==> src/rtl/init_sequencer_if.sv <==
// Boot-control and function-unit side signals of init_sequencer.
// The sequencer takes the slave view; whoever drives go and the units takes the master view.
interface init_sequencer_if #(
  parameter int N_STEPS = 4,
  parameter int IDX_W   = 4
) ();

  logic                  go;
  logic                  abort;
  logic [N_STEPS-1:0]    step_start;
  logic [N_STEPS-1:0]    step_done;
  logic [32*N_STEPS-1:0] step_result;
  logic                  busy;
  logic                  seq_done;
  logic                  seq_err;
  logic [1:0]            err_code;
  logic [IDX_W-1:0]      err_step;
  logic [31:0]           last_result;

  modport master (
    output go, abort, step_done, step_result,
    input  step_start, busy, seq_done, seq_err, err_code, err_step, last_result
  );

  modport slave (
    input  go, abort, step_done, step_result,
    output step_start, busy, seq_done, seq_err, err_code, err_step, last_result
  );

endinterface

==> src/rtl/init_sequencer.sv <==
// Boot-time scheduler: after one go it starts N_STEPS function units in order,
// waits for each completion edge, and supervises every step with a timeout and abort.
module init_sequencer #(
  parameter int N_STEPS = 4,
  parameter int TIMEOUT = 255,
  parameter int IDX_W   = 4
) (
  input logic             clk,
  input logic             rst_n,
  init_sequencer_if.slave bus
);

  typedef enum logic [2:0] {
    S_IDLE,
    S_LAUNCH,
    S_WAIT,
    S_FINISH,
    S_FAIL
  } state_t;

  localparam logic [IDX_W-1:0] LAST_IDX    = IDX_W'(N_STEPS - 1);
  localparam logic [15:0]      TIMEOUT_CNT = 16'(TIMEOUT);
  localparam logic [1:0]       ERR_NONE    = 2'b00;
  localparam logic [1:0]       ERR_TIMEOUT = 2'b01;
  localparam logic [1:0]       ERR_ABORT   = 2'b10;
  localparam logic [1:0]       ERR_UNEXP   = 2'b11;

  state_t             state, state_nxt;
  logic [IDX_W-1:0]   idx, idx_nxt;
  logic [15:0]        timer, timer_nxt;
  logic [N_STEPS-1:0] done_q;
  logic [N_STEPS-1:0] done_edge;
  logic [N_STEPS-1:0] idx_oh;
  logic [31:0]        cur_result;
  logic               own_edge;
  logic               other_edge;
  logic [31:0]        last_result_q, last_result_nxt;
  logic               seq_err_q, seq_err_nxt;
  logic [1:0]         err_code_q, err_code_nxt;
  logic [IDX_W-1:0]   err_step_q, err_step_nxt;

  // Units hold done high after finishing, so only rising edges mean completion.
  assign done_edge  = bus.step_done & ~done_q;
  assign own_edge   = |(done_edge & idx_oh);
  assign other_edge = |(done_edge & ~idx_oh);

  always_comb begin
    idx_oh     = '0;
    cur_result = '0;
    for (int i = 0; i < N_STEPS; i++) begin
      if (idx == IDX_W'(i)) begin
        idx_oh[i]  = 1'b1;
        cur_result = bus.step_result[32*i +: 32];
      end
    end
  end

  always_ff @(posedge clk or negedge rst_n) begin
    if (!rst_n) begin
      state         <= S_IDLE;
      idx           <= '0;
      timer         <= '0;
      done_q        <= '0;
      last_result_q <= '0;
      seq_err_q     <= 1'b0;
      err_code_q    <= ERR_NONE;
      err_step_q    <= '0;
    end else begin
      state         <= state_nxt;
      idx           <= idx_nxt;
      timer         <= timer_nxt;
      done_q        <= bus.step_done;
      last_result_q <= last_result_nxt;
      seq_err_q     <= seq_err_nxt;
      err_code_q    <= err_code_nxt;
      err_step_q    <= err_step_nxt;
    end
  end

  // The timer holds the number of cycles elapsed since the start pulse.
  always_comb begin
    state_nxt       = state;
    idx_nxt         = idx;
    timer_nxt       = timer;
    last_result_nxt = last_result_q;
    seq_err_nxt     = seq_err_q;
    err_code_nxt    = err_code_q;
    err_step_nxt    = err_step_q;

    case (state)
      S_IDLE: begin
        if (bus.go) begin
          idx_nxt      = '0;
          seq_err_nxt  = 1'b0;
          err_code_nxt = ERR_NONE;
          state_nxt    = S_LAUNCH;
        end
      end

      S_LAUNCH: begin
        timer_nxt = 16'd1;
        if (bus.abort) begin
          state_nxt    = S_FAIL;
          seq_err_nxt  = 1'b1;
          err_code_nxt = ERR_ABORT;
          err_step_nxt = idx;
        end else begin
          state_nxt = S_WAIT;
        end
      end

      S_WAIT: begin
        timer_nxt = timer + 16'd1;
        if (bus.abort) begin
          state_nxt    = S_FAIL;
          seq_err_nxt  = 1'b1;
          err_code_nxt = ERR_ABORT;
          err_step_nxt = idx;
        end else if (other_edge) begin
          state_nxt    = S_FAIL;
          seq_err_nxt  = 1'b1;
          err_code_nxt = ERR_UNEXP;
          err_step_nxt = idx;
        end else if (own_edge) begin
          // Completion wins over a timeout landing in the same cycle.
          last_result_nxt = cur_result;
          if (idx == LAST_IDX) begin
            state_nxt = S_FINISH;
          end else begin
            idx_nxt   = idx + 1'b1;
            state_nxt = S_LAUNCH;
          end
        end else if (timer == TIMEOUT_CNT) begin
          state_nxt    = S_FAIL;
          seq_err_nxt  = 1'b1;
          err_code_nxt = ERR_TIMEOUT;
          err_step_nxt = idx;
        end
      end

      S_FINISH: state_nxt = S_IDLE;
      S_FAIL:   state_nxt = S_IDLE;
      default:  state_nxt = S_IDLE;
    endcase
  end

  assign bus.step_start  = (state == S_LAUNCH) ? idx_oh : '0;
  assign bus.busy        = (state != S_IDLE);
  assign bus.seq_done    = (state == S_FINISH);
  assign bus.seq_err     = seq_err_q;
  assign bus.err_code    = err_code_q;
  assign bus.err_step    = err_step_q;
  assign bus.last_result = last_result_q;

endmodule

==> src/flat_wrapper.sv <==
// flat-port wrapper written by rule: the top's interface ports become plain ports
module init_sequencer_flat 
#(
  parameter int N_STEPS = 4,
  parameter int TIMEOUT = 255,
  parameter int IDX_W   = 4
)
  (clk, rst_n, bus_go, bus_abort, bus_step_done, bus_step_result, bus_step_start, bus_busy, bus_seq_done, bus_seq_err, bus_err_code, bus_err_step, bus_last_result);
  init_sequencer_if #(.N_STEPS(N_STEPS), .IDX_W(IDX_W)) bus_i ();
  input logic clk;
  input logic rst_n;
  input wire logic [$bits(bus_i.go)-1:0] bus_go;
  input wire logic [$bits(bus_i.abort)-1:0] bus_abort;
  input wire logic [$bits(bus_i.step_done)-1:0] bus_step_done;
  input wire logic [$bits(bus_i.step_result)-1:0] bus_step_result;
  output wire logic [$bits(bus_i.step_start)-1:0] bus_step_start;
  output wire logic [$bits(bus_i.busy)-1:0] bus_busy;
  output wire logic [$bits(bus_i.seq_done)-1:0] bus_seq_done;
  output wire logic [$bits(bus_i.seq_err)-1:0] bus_seq_err;
  output wire logic [$bits(bus_i.err_code)-1:0] bus_err_code;
  output wire logic [$bits(bus_i.err_step)-1:0] bus_err_step;
  output wire logic [$bits(bus_i.last_result)-1:0] bus_last_result;
  assign bus_i.go = bus_go;
  assign bus_i.abort = bus_abort;
  assign bus_i.step_done = bus_step_done;
  assign bus_i.step_result = bus_step_result;
  assign bus_step_start = bus_i.step_start;
  assign bus_busy = bus_i.busy;
  assign bus_seq_done = bus_i.seq_done;
  assign bus_seq_err = bus_i.seq_err;
  assign bus_err_code = bus_i.err_code;
  assign bus_err_step = bus_i.err_step;
  assign bus_last_result = bus_i.last_result;
  init_sequencer #(.N_STEPS(N_STEPS), .TIMEOUT(TIMEOUT), .IDX_W(IDX_W)) u_core (.clk(clk), .rst_n(rst_n), .bus(bus_i));
endmodule
==> config.mk <==
export PLATFORM = sky130hd
export DESIGN_NAME = init_sequencer_flat
export DESIGN_NICKNAME = d
export VERILOG_FILES = /design/src/rtl/init_sequencer_if.sv /design/src/rtl/init_sequencer.sv /design/src/flat_wrapper.sv
export SDC_FILE = /design/constraint.sdc
export NUM_CORES = 1
export LEC_CHECK = 0
export ABC_AREA = 1
export ABC_CLOCK_PERIOD_IN_PS = 2900
export BUFFER_PORTS_ARGS = -buffer_cell sky130_fd_sc_hd__buf_2
export CORE_ASPECT_RATIO = 0.7
export CORE_UTILIZATION = 45
export CTS_BUF_LIST = sky130_fd_sc_hd__clkbuf_4 sky130_fd_sc_hd__clkbuf_8
export DETAILED_ROUTE_END_ITERATION = 10
export GPL_TIMING_DRIVEN = 0
export PLACE_DENSITY = 0.76
export SETUP_SLACK_MARGIN = 0.05
export SLEW_MARGIN = 10
export SYNTH_ARGS = -nofsm -noshare
export SYNTH_HDL_FRONTEND = slang
export SYNTH_SLANG_ARGS = --single-unit
==> constraint.sdc <==
create_clock -name clk -period 2.9 [get_ports clk]
set_input_delay 0.145 -clock clk [delete_from_list [all_inputs] [get_ports clk]]
set_output_delay 0.145 -clock clk [all_outputs]
set_load 0.005 [all_outputs]
==> metrics.txt <==
status=complete, no violations; Sink Count=66; Design Power=between 0.004 and 0.005 W; Slew Viols, Final=0; # fillers=811; #FFs+latches synth=66; CP Launch Point=u_core.idx[0]; remaining global-route overflow=0; Final Hold Vio Count=0; worst rel slew slack=60.7%; Synth area leaders=dfrtp_1, nand2_1, nand3_1; # H-tree levels=3; pwr/cell area=742 nW/um^2; CP startpoint kind=flip-flop; clock latency on the worst-skew pair=~350 ps; area grow syn2layout=31.7%; root buffer cell=clkbuf_8; Reg2Reg Depth=7; Routed WL per cell=between 10 and 15 microns; R2R Setup Slk=820 ps; Critical R2R Launch=u_core.idx[0]; 1st-pass router iterations=5; smallest hold slack=104 ps; Crit path largest cell delay=470 ps; Post-synth EDFFs=0; mapped cell area=4180 sq um; VDD IR max=0.384 mV; Ys Warns=0; Setup crit end kind=output pin; # nets final=937; remaining antenna violation count after routing=0; die width=117 microns; clock-pin slew on the worst setup and hold paths=approximately 80 ps; worst slew pin tran=roughly 590 ps; WS Path Type=reg2out; DRT iter0 DRCs=a little under 400; sequential fraction of the synthesis area=39.6%; CTS resizes=0; asr flop ratio synth=100%; Final GP Congestion=0.849; Hold WC Path Type=in2reg; critical path's most frequent cell=clkbuf_1; GRT Overall Usage=27.3%; synthesized area per cell=6.97 sq um; final period utilization=83.0%; synthesized net count=740; Ports=181; Clock Skews=16.2 ps; initial antenna violation count=0; total negative slack=0 ps; Leak=3.10 nW; share of the synthesized area in the top cell type=39.6%; detailed-route DRC error count=0; core area=8720 sq um; antenna cells=0; max-cap violations=0; Worst R2R End=u_core.bus.last_result[28]; Post-Route WL=13.3 mm; maximum clock insertion buffer count=2; global-route wire length before repair=20.0 mm; Worst Hold End=u_core.bus.last_result[31]; via count=4833; initial core utilization=47.9%; die height=82.6 microns; hold path startpoint=bus_step_result[127]; Worst EP required=2760 ps; CP Cell Sequence=ha_1, nand2_2, clkbuf_1, clkbuf_1, nor2_1, buf_2; top_reg_cell synth=dfrtp_1; most area-hungry cell type in the Yosys netlist=dfrtp_1; row cnt=28; Post-DP Area=5250 sq um; number of CTS-inserted buffers=9; post-layout min period=2410 ps; largest net degree at the start of global routing=38; cell count after synthesis=599; final setup fails=0; RSZ-0062 raised after global routing=false; Distinct cells, synth=29; Port Buffers=180; Critical-path top delay cell=dfrtp_1; worst hold path depth=4; arrival time worst endpoint=2260 ps; vias in the first global route=4201; max frequency=415 MHz; post-DP HPWL=approximately 10 mm; Crit Path Max Fanout=10; clock tree from TritonCTS=done; routed vias/inst=5.25; final instance area=5500 sq um; share of cells above drive strength 1=approximately a third; DIE AREA=9670 sq um
[cell type report]
type,instances,area [sq um],share of cell area [%]
Clock buffer,9,124,2.25
Tap cell,120,150,2.73
Clock inverter,7,77.6,1.41
Buffer,32,174,3.16
Timing Repair Buffer,186,973,17.7
Sequential cell,66,1650,30.0
Inverter,40,151,2.75
Multi-Input combinational cell,461,2200,40.0
[critical path: cells and delay by family (launching register included)]
kind	cells	cell delay, ps
simple gates	2	210
buf+inv	3	970
fa+ha+maj	1	250
flops	1	470
[state kept, by name, indices dropped and copies added (netlist names)]
name,count
u_core.idx,4
u_core.bus.last_result,32
u_core.state,3
u_core.bus.err_step,4
u_core.done_q,4
u_core.timer,16
u_core.bus.seq_err,1
u_core.bus.err_code,2
[cells by family (layout without fill, tap and decap cells)]
logic type	after synthesis	in the layout	synth area share, %
muxes	1	1	0.240
AOI/OAI and AO/OA	55	55	6.83
adders and majority gates	5	5	1.50
and+or+nand+nor	400	400	44.1
DFF	66	66	39.6
buffers and inverters	72	274	7.79
[report_power, final]
group	switching (W)	internal, W
Combinational	0.00115	0.000757
Clock	0.000392	0.000404
Sequential	0.000179	0.00120
Total	0.00172	0.00237
[per-layer routing]
metal  track usage [%]  share of wire, %
met5                 0                 0
met4              7.97               1.2
met3              7.30               7.3
met2              43.7                47
met1              36.5                44
[cells in the final DEF, fill, tap and decap left out, types with 3 or more instances in the layout]
cell type	n
a21oi_1	8
buf_2	189
clkbuf_1	17
clkbuf_8	9
dfrtp_1	66
dlygate4sd3_1	5
ha_1	5
inv_1	37
nand2_1	197
nand2_2	3
nand3_1	111
nand4_1	10
nor2_1	32
nor2_4	3
nor3_1	5
o21ai_0	43
or2_2	33
[metrics by stage]
step,util (%),worst slack (ps),std cells
3_3_place_gp,59.9,896,899
3_5_place_dp,60.2,847,900
4_1_cts,63.1,484,921
5_1_grt,63.1,361,921
6_report,63.1,492,921
2_1_floorplan,-,1290,599
[how the worst max path moves through the flow]
stage,end,slack [ps],cells past startpoint
CTS,bus_step_start[3],480,6
floorplan,u_core.bus.last_result[10],1290,10
detailed placement,u_core.bus.last_result[27],850,7
global placement,u_core.bus.last_result[27],900,7
finish,bus_step_start[3],490,6
global route,bus_step_start[3],360,6
[synthesized netlist by cell type, types with 2 or more instances]
cell and instances:
a21oi_1 8, buf_2 10, buf_6 2, buf_8 2, clkbuf_1 17, dfrtp_1 66, ha_1 5, inv_1 37
inv_2 2, nand2_1 197, nand2_2 3, nand3_1 111, nand3_2 2, nand3_4 2, nand4_1 10, nor2_1 32
nor2_4 3, nor3_1 5, o21ai_0 43, or2_2 33
[timing repair]
item,4_1_cts,5_1_grt
buffers inserted,0,0
endpoints found under the hold margin,33,0
hold buffers,5,0
(Power assumes the default switching activity.)
